`config.mk`:
```
export PLATFORM = sky130hd
export DESIGN_NAME = operand_sel_arb
export DESIGN_NICKNAME = d
export VERILOG_FILES = /design/src/rtl/alu_pkg.sv /design/src/rtl/rr_arbiter.sv /design/src/rtl/operand_sel_arb.sv
export SDC_FILE = /design/constraint.sdc
export NUM_CORES = 1
export LEC_CHECK = 0
export CAP_MARGIN = 10
export CORE_UTILIZATION = 38
export DETAILED_ROUTE_END_ITERATION = 10
export GPL_ROUTABILITY_DRIVEN = 0
export PLACE_DENSITY = 0.9
export RECOVER_POWER = 100
export SLEW_MARGIN = 20
export SYNTH_ARGS = -nofsm -noshare
export SYNTH_HDL_FRONTEND = slang
export SYNTH_SLANG_ARGS = --single-unit
```
`constraint.sdc`:
```
create_clock -name clk -period 4 [get_ports clk]
set_input_delay 0.4 -clock clk [delete_from_list [all_inputs] [get_ports clk]]
set_output_delay 0.4 -clock clk [all_outputs]
set_load 0.02 [all_outputs]
```
`src/rtl/alu_pkg.sv`:
```
// Shared types and widths for the 9-bit ALU datapath.
package alu_pkg;

  localparam int unsigned ALU_WIDTH = 9;

  typedef enum logic {
    SEL_FIXED = 1'b0,
    SEL_RR    = 1'b1
  } sel_mode_e;

endpackage

```
`src/rtl/rr_arbiter.sv`:
```
// Combinational round-robin arbiter: first requester at or above ptr, with wrap.
module rr_arbiter #(
  parameter int unsigned NUM_CH = 4,
  parameter int unsigned CH_W   = $clog2(NUM_CH)
) (
  input  logic [NUM_CH-1:0] req,
  input  logic [CH_W-1:0]   ptr,
  output logic              grant_vld,
  output logic [CH_W-1:0]   grant_idx
);

  logic [2*NUM_CH-1:0] dbl;
  logic [NUM_CH-1:0]   rot;
  logic [CH_W-1:0]     off;
  logic [CH_W:0]       sum;

  // Rotate so ptr lands on bit 0, pick the lowest set bit, then undo the rotation.
  always_comb begin
    dbl       = {req, req} >> ptr;
    rot       = dbl[NUM_CH-1:0];
    grant_vld = 1'b0;
    off       = '0;
    for (int i = NUM_CH - 1; i >= 0; i--) begin
      if (rot[i]) begin
        grant_vld = 1'b1;
        off       = CH_W'(i);
      end
    end
    sum = {1'b0, ptr} + {1'b0, off};
    if (sum >= (CH_W + 1)'(NUM_CH)) begin
      sum = sum - (CH_W + 1)'(NUM_CH);
    end
    grant_idx = sum[CH_W-1:0];
  end

endmodule

```
`src/rtl/operand_sel_arb.sv`:
```
// N-channel operand selector (fixed select or round-robin) feeding a registered valid/ready output stage.
module operand_sel_arb
  import alu_pkg::*;
#(
  parameter int unsigned WIDTH  = ALU_WIDTH,
  parameter int unsigned NUM_CH = 4,
  parameter int unsigned CH_W   = $clog2(NUM_CH)
) (
  input  logic                    clk,
  input  logic                    rst,
  input  logic                    mode,
  input  logic [CH_W-1:0]         sel,
  input  logic [NUM_CH-1:0]       in_valid,
  input  logic [NUM_CH*WIDTH-1:0] in_data,
  output logic [NUM_CH-1:0]       in_ready,
  output logic                    out_valid,
  output logic [WIDTH-1:0]        out_data,
  output logic [CH_W-1:0]         out_ch,
  input  logic                    out_ready
);

  sel_mode_e         mode_c;
  logic              load_c;
  logic              rr_vld_c;
  logic [CH_W-1:0]   rr_idx_c;
  logic              grant_vld_c;
  logic [CH_W-1:0]   grant_idx_c;
  logic              xfer_c;
  logic [WIDTH-1:0]  grant_data_c;
  logic [NUM_CH-1:0] sel_shift_c;

  logic              out_valid_q, out_valid_d;
  logic [WIDTH-1:0]  out_data_q,  out_data_d;
  logic [CH_W-1:0]   out_ch_q,    out_ch_d;
  logic [CH_W-1:0]   ptr_q,       ptr_d;

  rr_arbiter #(
    .NUM_CH (NUM_CH),
    .CH_W   (CH_W)
  ) u_rr (
    .req       (in_valid),
    .ptr       (ptr_q),
    .grant_vld (rr_vld_c),
    .grant_idx (rr_idx_c)
  );

  // Grant selection and per-channel ready; an out-of-range sel grants nothing.
  always_comb begin
    mode_c      = sel_mode_e'(mode);
    load_c      = !out_valid_q || out_ready;
    sel_shift_c = in_valid >> sel;
    if (mode_c == SEL_RR) begin
      grant_vld_c = rr_vld_c;
      grant_idx_c = rr_idx_c;
    end else begin
      grant_vld_c = (32'(sel) < NUM_CH) && sel_shift_c[0];
      grant_idx_c = sel;
    end
    xfer_c       = load_c && grant_vld_c && !rst;
    in_ready     = '0;
    grant_data_c = '0;
    for (int i = 0; i < NUM_CH; i++) begin
      if (grant_idx_c == CH_W'(i)) begin
        in_ready[i]  = xfer_c;
        grant_data_c = in_data[i*WIDTH +: WIDTH];
      end
    end
  end

  // Next-state for output register and round-robin pointer.
  always_comb begin
    out_valid_d = out_valid_q;
    out_data_d  = out_data_q;
    out_ch_d    = out_ch_q;
    ptr_d       = ptr_q;
    if (load_c) begin
      out_valid_d = grant_vld_c;
    end
    if (xfer_c) begin
      out_data_d = grant_data_c;
      out_ch_d   = grant_idx_c;
      if (mode_c == SEL_RR) begin
        ptr_d = (grant_idx_c == CH_W'(NUM_CH - 1)) ? '0 : grant_idx_c + CH_W'(1);
      end
    end
  end

  always_ff @(posedge clk) begin
    if (rst) begin
      out_valid_q <= 1'b0;
      out_data_q  <= '0;
      out_ch_q    <= '0;
      ptr_q       <= '0;
    end else begin
      out_valid_q <= out_valid_d;
      out_data_q  <= out_data_d;
      out_ch_q    <= out_ch_d;
      ptr_q       <= ptr_d;
    end
  end

  assign out_valid = out_valid_q;
  assign out_data  = out_data_q;
  assign out_ch    = out_ch_q;

endmodule

```
Word-level counts from Yosys, hierarchy flattened:

Cells that the tools add are included.

* flip-flop bits (word level): 14
* input port bits: 46
* word-level logic and storage cells: 40
* output and inout port bits: 16

* reduce and logical (&&, ||, !) cells: 7
* $add $sub $neg: 3
* multiplexer cells: 20
* equal/unequal tests: 3
* magnitude comparators: 1
* shift-type cells: 2

Operators with widths (count)
* 2-to-1 mux 9 bit: 4
* 2-to-1 mux 2 bit: 7
* 2-to-1 mux 1 bit: 9
* right shift 8 x 2 -> 4 bit: 1
* == test 2 bit, second input constant: 2
* right shift 4 x 2 -> 1 bit: 1
* adder 2 x 2 -> 3 bit: 1
* >= comparator 3 bit, second input constant: 1
* adder 2 x 1 -> 2 bit, second input constant: 1
* == test 2 x 1 -> 1 bit, second input constant: 1
* logical AND 1 bit: 2
* logical NOT 1 bit: 2
* logical NOT 2 bit: 1
* AND reduction 2 bit: 1
* subtractor 2 x 1 -> 2 bit, second input constant: 1
* logical OR 1 bit: 1

Depth between registers and ports, before layout:

Gate-level depths: netlist (run 1).

* word-level depth: 14
* depth in mapped cells: 17
* gate-level depth less buffers: 15

By module:

From an unflattened synthesis (run 1), not the netlist that was laid out.

* cells, all modules: 130
* area total of the unflattened synthesis: 1128.6 um2

By module, submodules not included
* operand_sel_arb: times used 1, seq. area each 280.3 um2, area an instance 948.4 um2, cells an instance 107
* rr_arbiter: times used 1, seq. area each 0.0 um2, area an instance 180.2 um2, cells an instance 23

Worst setup path after synthesis (run 1):

No wires, ideal clock.

* path kind: reg2out
* start point: register ptr_q[0]
* end point: output in_ready[3]
* arrival: 2976 ps
* setup slack: 624 ps
* required time: 3600 ps
* stages on the path, launching flop included: 15
* path buffers: 3
* path through: dfxtp_1 buf_2 nor2b_1 a221oi_1 a31oi_1 a211o_1 ha_1 xor2_1 nor2_1 and3_1 nor3_1 ha_1 clkbuf_1 clkbuf_1 and2_1

* word-level cells in the longest chain between the ends: 11
* elaborated cells between the ends (all ways): 19
* classes of those cells: 2 x add/sub; 1 x order compare; 1 x eq/ne; 1 x shift; 12 x mux; 2 x reduce/logical

Ends and longest elaborated chain
* start, declared: RTL line operand_sel_arb.sv:35 `logic [CH_W-1:0] ptr_q, ptr_d;`
* start signal, assigned: RTL line operand_sel_arb.sv:98 `ptr_q <= ptr_d;`
* right shift 8 x 2 -> 4 bit: RTL line rr_arbiter.sv:19 `dbl = {req, req} >> ptr;`
* 2-to-1 mux 2 bit (4 in a row): RTL line rr_arbiter.sv:24 `if (rot[i]) begin`
* adder 2 x 2 -> 3 bit (*): RTL line rr_arbiter.sv:29 `sum = {1'b0, ptr} + {1'b0, off};`
* >= comparator 3 bit / subtractor 2 x 1 -> 2 bit (equally long branches): RTL line rr_arbiter.sv:30, rr_arbiter.sv:31
* 2-to-1 mux 2 bit (*): RTL line rr_arbiter.sv:30 `if (sum >= (CH_W + 1)'(NUM_CH)) begin`
* 2-to-1 mux 2 bit (*): RTL line operand_sel_arb.sv:52 `if (mode_c == SEL_RR) begin`
* net grant_idx_c[1]: RTL line operand_sel_arb.sv:27 `logic [CH_W-1:0] grant_idx_c;`
* == test 2 bit (*): RTL line operand_sel_arb.sv:63 `if (grant_idx_c == CH_W'(i)) begin`
* 2-to-1 mux 1 bit (*): RTL line operand_sel_arb.sv:63
* end, declared: RTL line operand_sel_arb.sv:15 `output logic [NUM_CH-1:0] in_ready,`

The timed path passes the listed nets; every way through them passes the cells marked *.

Final worst setup path (run 1):

* start point: input in_valid[1]
* end point: register out_data_q[8] (netlist: out_data[8])

* word-level cells in the longest chain between the ends: 14
* elaborated cells between the ends (all ways): 26
* classes of those cells: 2 x add/sub; 1 x order compare; 3 x eq/ne; 2 x shift; 15 x mux; 3 x reduce/logical

Ends and longest elaborated chain
* start, declared: RTL line operand_sel_arb.sv:13 `input logic [NUM_CH-1:0] in_valid,`
* right shift 8 x 2 -> 4 bit: RTL line rr_arbiter.sv:19
* 2-to-1 mux 2 bit (4 in a row): RTL line rr_arbiter.sv:24
* adder 2 x 2 -> 3 bit: RTL line rr_arbiter.sv:29
* >= comparator 3 bit / subtractor 2 x 1 -> 2 bit (equally long branches): RTL line rr_arbiter.sv:30, rr_arbiter.sv:31
* 2-to-1 mux 2 bit: RTL line rr_arbiter.sv:30
* 2-to-1 mux 2 bit: RTL line operand_sel_arb.sv:52
* logical NOT 2 bit: RTL line operand_sel_arb.sv:63
* 2-to-1 mux 9 bit (4 in a row): RTL line operand_sel_arb.sv:63
* end signal, assigned: RTL line operand_sel_arb.sv:96 `out_data_q <= out_data_d;`
* end, declared: RTL line operand_sel_arb.sv:33 `logic [WIDTH-1:0] out_data_q, out_data_d;`

Several ways; a longest one is shown, not always the timed one.
A chain may end at the register's enable or synchronous reset.

==> summary by stage, run 1 <==
Outcome
The run finished with clean final reports.

Die
The number of cell rows is 19. The initial cell density of the core is 40.4%. The die covers 3150 um^2. 62 I/O pins were placed. Measured along the x axis, the die boundary spans 56.1 um. The height of the chip is 56.1 um.

The core area is 2760 um^2.

Drt
For this run, design rule violations remaining after detail routing come to 0. The count of nets left with antenna violations after detail routing is 0. Before antenna repair, the detailed router went through 4 iterations. The number of DRC markers after the initial detailed-route iteration is 37. Summed over all layers, the routed wires come to 3340 um.

The number of vias after detailed routing is 1295. After detailed routing, the number of vias per cell comes to 5.61. In the final routed layout, each cell accounts on average for 14.5 um.

Worst setup path
Along the worst path, the maximum fanout reaches 11. The timing endpoint of the critical path is out_data[8]$_SDFFE_PP0N_. Data arrives at the worst endpoint at 3.94 ns.

The worst reg2reg path depth is 17. The worst setup path is launched from a primary input. The critical path in this run is classified as in -> reg.

The worst register-to-register path begins at ptr_q[0]$_SDFFE_PP0P_. Across all register-to-register paths, the minimum setup slack is 0.32 ns. Data on the critical path is required at its endpoint by 4.18 ns. The worst setup path is captured at a flop. The most critical setup path has its startpoint at in_valid[1]. The reg-to-reg critical path endpoint is out_data[8]$_SDFFE_PP0N_.

Place
The cell total after placement is 228. During placement, the flow inserted port buffers numbering 61. The half-perimeter wire length of the detailed placement result is 2620 um.

Global route
Global routing consumed, over all layers together, 20.9% of the routing resources. The number of global-route vias before repair is 1193. The initial antenna violation count is 0. The wire length of the first global-routing pass is 5290 um.

The remaining global-route overflow is 0. The largest net degree at the start of global routing is 23.

Clocking
The maximum count of clock buffers along a single path is 2. After clock tree synthesis, the clock-pin slew on the worst setup and hold paths is 0.07 ns. The clock tree root driver cell is sky130_fd_sc_hd__clkbuf_4. The clock network latency to the later pin of the worst-skew pair is 0.27 ns.

In this run, CTS created clock tree buffers numbering 3. Clock tree synthesis found a total of 14 sinks. In this run the number of H-tree levels came out at 1. After clock tree synthesis, the flow added hold-fix buffers numbering 0. The CTS tree is yes.

STA
The final-report max-slew violation count is 0. The worst path uses 94.1% of the clock period. The maximum operating frequency is 266 MHz. Hold timing on the final database bottoms out at a slack of 0.498 ns. Headroom to the max-slew limit came out at 50.7%. The time the worst path needs with I/O delays and setup is 3.76 ns. The slew at the pin closest to its max-slew limit is 0.739 ns.

On the final layout, the worst clock skew is 0.00140 ns. The number of hold violations in the final report was 0. The setup-violating endpoint count in the final report is 0.

Yosys
The cell type with the highest aggregate area in the netlist is sky130_fd_sc_hd__dfxtp_1. Yosys mapped a number of flops with a built-in enable equal to 0. The net count after synthesis is 194. The cell with the most instances after synthesis is sky130_fd_sc_hd__nor2_1. The top cell type by area accounts for 25.2% of the synthesized area. After synthesis the netlist holds a flip-flop and latch count of 14.

The number of standard cells after synthesis is 143. After synthesis the cells add up to 1110 um^2. In the post-synthesis netlist, the biggest area contributors are sky130_fd_sc_hd__dfxtp_1, sky130_fd_sc_hd__a221oi_1, sky130_fd_sc_hd__a211oi_1. The fraction of registers with async set or reset after synthesis is 0%. The sequential element share of the synthesized area is 25.2%. Sorting the synthesized cells by how often they occur yields sky130_fd_sc_hd__nor2_1, sky130_fd_sc_hd__dfxtp_1, sky130_fd_sc_hd__a21oi_1, sky130_fd_sc_hd__nor2b_1.

The number of warnings issued by yosys is 0. Synthesis instantiated 39 different standard cells from the library. The average cell area after synthesis is 7.79 um^2.

The primary flip-flop cell chosen by synthesis mapping is sky130_fd_sc_hd__dfxtp_1.

Final layout
For this run, the post-layout net count is 253. The final cell utilization of the core is 62.9%. The number of antenna diodes in the final layout is 0. Relative to the synthesized area, the layout overhead comes to 55.7%.

Excluding fillers, the count of instances in the completed layout stands at 231. The sequential cells in the finished layout cover a total of 280 um^2. The multi-input combinational cells in the finished layout cover a total of 752 um^2. The share of post-route cells with drive strength above 1 is 7.00%. The layout has 244 filler cells.

Min path
The tightest min-delay check is of the reg -> reg type. The source of the worst hold timing path is out_data[4]$_SDFFE_PP0N_. The count of cells along the worst hold path is 2.

Power and ir drop
The total power per unit cell area is 349 nW/um^2. VDD sags by at most 244 uV. Summed over all cells, the static leakage comes to 0.710 nW.

Flow run
Max-cap violations in this run came to 0.
==> cells in the final DEF, fill, tap and decap left out, drive strengths merged, types with 6 or more instances in the layout <==
cell type       n
a211oi         10
clkdlybuf4s50  44
a221oi          9
nor2b          11
clkbuf          7
nor2           21
dfxtp          14
a21oi          12
buf             6
nor3           10
dlygate4sd3    12
==> state kept, by name, indices dropped and copies added (netlist names) <==
name / count
ptr_q: 2
out_ch: 2
out_data: 9
out_valid: 1
==> worst max-delay path, stage by stage <==
cell and delay (ns):
sky130_fd_sc_hd__clkdlybuf4s50_1 0.44, sky130_fd_sc_hd__buf_4 0.17, sky130_fd_sc_hd__a221oi_1 0.26, sky130_fd_sc_hd__a31oi_1 0.08
sky130_fd_sc_hd__a211o_1 0.28, sky130_fd_sc_hd__ha_1 0.19, sky130_fd_sc_hd__xor2_1 0.20, sky130_fd_sc_hd__nor2_1 0.06
sky130_fd_sc_hd__and3_1 0.20, sky130_fd_sc_hd__or3_1 0.39, sky130_fd_sc_hd__ha_1 0.22, sky130_fd_sc_hd__buf_4 0.17
sky130_fd_sc_hd__nor2b_1 0.13, sky130_fd_sc_hd__buf_4 0.16, sky130_fd_sc_hd__a221oi_1 0.08, sky130_fd_sc_hd__nor3_1 0.19
sky130_fd_sc_hd__a21oi_1 0.08, sky130_fd_sc_hd__a211oi_1 0.24
==> per-layer routing <==
metal  GRT usage (%)  routed length, um  vias to the layer above  part of all wire [%]
li1                -                  -                      639                     -
met1            27.2               1410                      599                    42
met2            35.7               1740                       53                    52
met3            1.86                148                        4                   4.4
met4            7.67                 42                        0                   1.3
met5               0                  0                        -                     0
==> stage by stage <==
step | setup TNS [ns] | setup slack, ns | area [um^2] | total power [mW]
6_report | 0 | 0.236 | 1730 | 0.606
5_1_grt | -0.0137 | -0.0137 | 1730 | 0.649
4_1_cts | 0 | 0.0205 | 1760 | 0.618
3_5_place_dp | 0 | 0.0271 | 1740 | 0.541
3_3_place_gp | 0 | 0.171 | 1740 | 0.526
2_1_floorplan | 0 | 0.624 | 1110 | 0.398
==> layout make-up <==
class / instances / area share, %
clock buffer: 3 / 1.30
inverter: 2 / 0.433
multi-input combinational: 114 / 43.4
sequential: 14 / 16.2
tap: 31 / 2.24
timing repair buffer: 67 / 36.5
==> worst min-delay path by stage <==
stage / to / slack, ns
finish: out_data[4]$_SDFFE_PP0N_ / 0.50
CTS: out_data[4]$_SDFFE_PP0N_ / 0.51
detailed placement: out_data[4]$_SDFFE_PP0N_ / 0.50
global placement: out_data[1]$_SDFFE_PP0N_ / 0.49
global route: out_data[1]$_SDFFE_PP0N_ / 0.52
floorplan: out_ch[0]$_SDFFE_PP0N_ / 0.47
==> timing repair <==
action	4_1_cts	5_1_grt
setup buffers	0	0
endpoints found under the setup margin	0	5
gates resized for setup	0	7
hold endpoints to repair	0	0
==> logic make-up after synthesis <==
| family | count (synthesis) | synth area share (%) |
|---|---|---|
| AO/OA/AOI/OAI | 39 | 24.6 |
| XOR/XNOR | 1 | 0.787 |
| adder cells (fa/ha/maj) | 5 | 5.62 |
| buffers and inverters | 15 | 6.63 |
| flip-flops | 14 | 25.2 |
| multiplexers | 5 | 6.74 |
| AND/OR/NAND/NOR | 64 | 30.5 |
==> power by group <==
| part | switching [mW] | leakage, nW | internal (mW) |
|---|---|---|---|
| registers | 0.0180 | 0.116 | 0.164 |
| logic | 0.181 | 0.580 | 0.169 |
| clock network | 0.0394 | 0.0138 | 0.0348 |
Note: power is estimated with default switching activity, not from simulation.
==> inputs of run 2 (changes only) <==
--- a/config.mk
+++ b/config.mk
@@ -5,7 +5,7 @@
 export SDC_FILE = /design/constraint.sdc
 export NUM_CORES = 1
 export LEC_CHECK = 0
-export CAP_MARGIN = 10
+export CAP_MARGIN = 0
 export CORE_UTILIZATION = 38
 export DETAILED_ROUTE_END_ITERATION = 10
 export GPL_ROUTABILITY_DRIVEN = 0
==> results of run 2 <==
The final DEF is identical to that of run 1; final timing and power are the same.
==> inputs of run 3 (changes only) <==
--- a/config.mk
+++ b/config.mk
@@ -6,6 +6,7 @@
 export NUM_CORES = 1
 export LEC_CHECK = 0
 export CAP_MARGIN = 0
+export CORE_ASPECT_RATIO = 0.6
 export CORE_UTILIZATION = 38
 export DETAILED_ROUTE_END_ITERATION = 10
 export GPL_ROUTABILITY_DRIVEN = 0
==> run 3 against run 2 <==
Net effect: routed wire length grew 7.4%; global-route usage grew 3.7 points; critical path depth fell by 2; via count about the same; hold slack got worse by 0.00066 ns; total power rose by 12%; flip-flop and latch count is the same; highest routed layer unchanged.
==> summary by stage, run 3 (synthesized netlist as in run 1, its figures left out) <==
Final layout
The number of flip-flops under the largest register name is 9. The share of post-route cells with drive strength above 1 is 6.53%. In the final design database the tool counted 251 nets.

The repair_antennas step left the layout with diodes totalling 0. After routing the design area is 1780 um^2. The most frequent standard cell in the layout excluding fill and tap cells is sky130_fd_sc_hd__clkdlybuf4s50_1. From synthesis to final layout, the design area changed by 60.0%. The library cells used most frequently in the layout, excluding fill and tap cells, are sky130_fd_sc_hd__clkdlybuf4s50_1, sky130_fd_sc_hd__nor2_1, sky130_fd_sc_hd__dfxtp_1, sky130_fd_sc_hd__a21oi_1, sky130_fd_sc_hd__dlygate4sd3_1.

Power and ir drop
The analysis attributes to cell leakage a power of 0.730 nW. The sequential share of power is 27.0%. The design draws 0.680 mW. For this design the ratio of total power to cell area is 382 nW/um^2. The maximum ir drop on the vdd rail is 159 uV. The share of total power dissipated in combinational logic is 52.8%. In this run, the clock network consumes 20.2% of the power. Net switching is 38.0% of the power.

The net switching power is 0.258 mW. The internal power of the cells totals 0.421 mW.

STA
Setup violations remaining at the end of the flow were counted as 0. The largest clock skew in the final design is 0.00317 ns. After layout, the minimum clock period comes to 3.76 ns. The number of hold violations in the final report is 0.

The setup total negative slack is 0 ns. Setup repair after global routing left no endpoint under its margin. For this run, the top clock speed supported by timing is 266 MHz. At the pin with the least slew margin, the transition time is 1.31 ns.

The final period utilization is 93.9%. The final-report max-slew violation count is 0. The relative slew slack is 12.4%.

The worst path meets setup with 0.243 ns of slack.

Drt
The per-cell routed wire length is 15.0 um. The number of DRC markers after the initial detailed-route iteration is 107. The count of nets left with antenna violations after detail routing is 0. The pre-antenna-repair detailed-routing pass consisted of 5 iterations. For this run, design rule violations remaining after detail routing come to 0.

Using the TritonRoute via totals, the vias-per-cell ratio works out to 5.42. The final wirelength is 3590 um. The number of vias after detailed routing is 1296.

Clocking
The clock network latency to the later pin of the worst-skew pair is 0.24 ns. The number of H-tree levels is 1. Buffers inserted during clock tree synthesis total 3.

The clock tree root driver cell is sky130_fd_sc_hd__clkbuf_8. For this design, the CTS-stage hold fixing added 0 buffers. The post-CTS clock slew at the launch and capture registers of the worst setup and hold paths is 0.06 ns. TritonCTS built the clock tree. The number of buffers inserted to repair setup after CTS is 0. The clock drives 14 sinks.

The clock passes through at most 2 buffers.

Worst setup path
The critical path is of the in -> reg type. STA classifies the critical path endpoint as a flop. The data arrival time of the critical path is 3.80 ns. The data required time at the worst endpoint is 4.04 ns. In this run the worst path has a maximum fanout of 10.

STA classifies the critical path startpoint as a primary input.

Global route
The initial antenna violation count was 0. The number of global-route vias before repair is 1262. The global-route usage over all layers is 24.6%. The total overflow left after global routing is 0. The first global-routing pass estimated 5980 um of wire. The largest net degree at the start of global routing is 23.

Die
The floorplan step defined a die boundary enclosing 3160 um^2. The number of cell rows is 14. The height of the chip is 43.9 um. The floorplan die width is 71.9 um. The initial utilization of the core area, before any placement, comes to 42.1%.

The core region is 2650 um^2. The I/O pin count is 62.

Place
Detailed placement ended at an HPWL of 2760 um. In this run the cell area measured after placement is 1740 um^2. The worst slack at placement is -0.203 ns. The count of port buffers added during placement is 61.

Flow run
Max-cap violations in this run came to 0.

Min path
The type of the most critical hold path is reg -> reg.

Outcome
The flow ran to the end, and the final reports show no timing, DRC or antenna violations.
run 3: per-layer routing:
| metal | global-route usage, % | share of wire [%] | vias up | routed length (um) |
|---|---|---|---|---|
| met5 | 0 | 0 | - | 0 |
| met4 | 7.84 | 2.5 | 0 | 91 |
| met3 | 4.65 | 10 | 14 | 359 |
| met2 | 37.5 | 43 | 92 | 1560 |
| met1 | 35.2 | 44 | 554 | 1580 |
| li1 | - | - | 636 | - |
run 3: cell type report:
type                    count  area [um^2]
clock buffers               4         55.1
fillers                   208          863
inverters                   2         7.51
multi-input cells         114          757
flip-flops and latches     14          280
well taps                  40         50.0
repair buffers             65          632
run 3: power by group through the flow:
stage / Clock (mW) / Combinational (mW) / Sequential (mW)
2_1_floorplan: 0 / 0.196 / 0.203
3_3_place_gp: 0 / 0.345 / 0.185
3_5_place_dp: 0 / 0.355 / 0.187
4_1_cts: 0.140 / 0.360 / 0.185
5_1_grt: 0.146 / 0.391 / 0.187
6_report: 0.137 / 0.359 / 0.184
run 3: worst paths after layout:
path	startpoint	end	slack, ns	cells after the start
max	in_valid[0]	out_data[6]$_SDFFE_PP0N_	0.24	16
min	out_data[5]$_SDFFE_PP0N_	out_data[5]$_SDFFE_PP0N_	0.50	2
max reg2reg	ptr_q[0]$_SDFFE_PP0P_	out_data[6]$_SDFFE_PP0N_	0.28	15
min reg2reg	out_data[5]$_SDFFE_PP0N_	out_data[5]$_SDFFE_PP0N_	0.50	2
run 3: metrics by stage:
stage / instances / util, % / hold WS [ns]
2_1_floorplan: 143 / - / 0.473
3_3_place_gp: 235 / 65.7 / 0.490
3_5_place_dp: 235 / 65.7 / 0.499
4_1_cts: 239 / 67.7 / 0.507
5_1_grt: 239 / 67.4 / 0.532
6_report: 239 / 67.4 / 0.498
run 3: critical path, cell delays in order:
cell and delay, ns:
sky130_fd_sc_hd__clkdlybuf4s50_1 0.48, sky130_fd_sc_hd__nor2_1 0.06, sky130_fd_sc_hd__a221oi_1 0.27, sky130_fd_sc_hd__a31oi_1 0.09
sky130_fd_sc_hd__a211o_1 0.29, sky130_fd_sc_hd__ha_1 0.18, sky130_fd_sc_hd__xor2_1 0.17, sky130_fd_sc_hd__nor2_1 0.05
sky130_fd_sc_hd__and3_1 0.21, sky130_fd_sc_hd__or3_1 0.40, sky130_fd_sc_hd__ha_1 0.26, sky130_fd_sc_hd__buf_4 0.19
sky130_fd_sc_hd__a221oi_1 0.33, sky130_fd_sc_hd__nor3_1 0.10, sky130_fd_sc_hd__a21oi_1 0.20, sky130_fd_sc_hd__a211oi_1 0.13
run 3: repair_timing:
action | in CTS | in global routing
endpoints found under the setup margin | 5 | 12
resized for setup | 1 | 7
endpoints found under the hold margin | 0 | 0
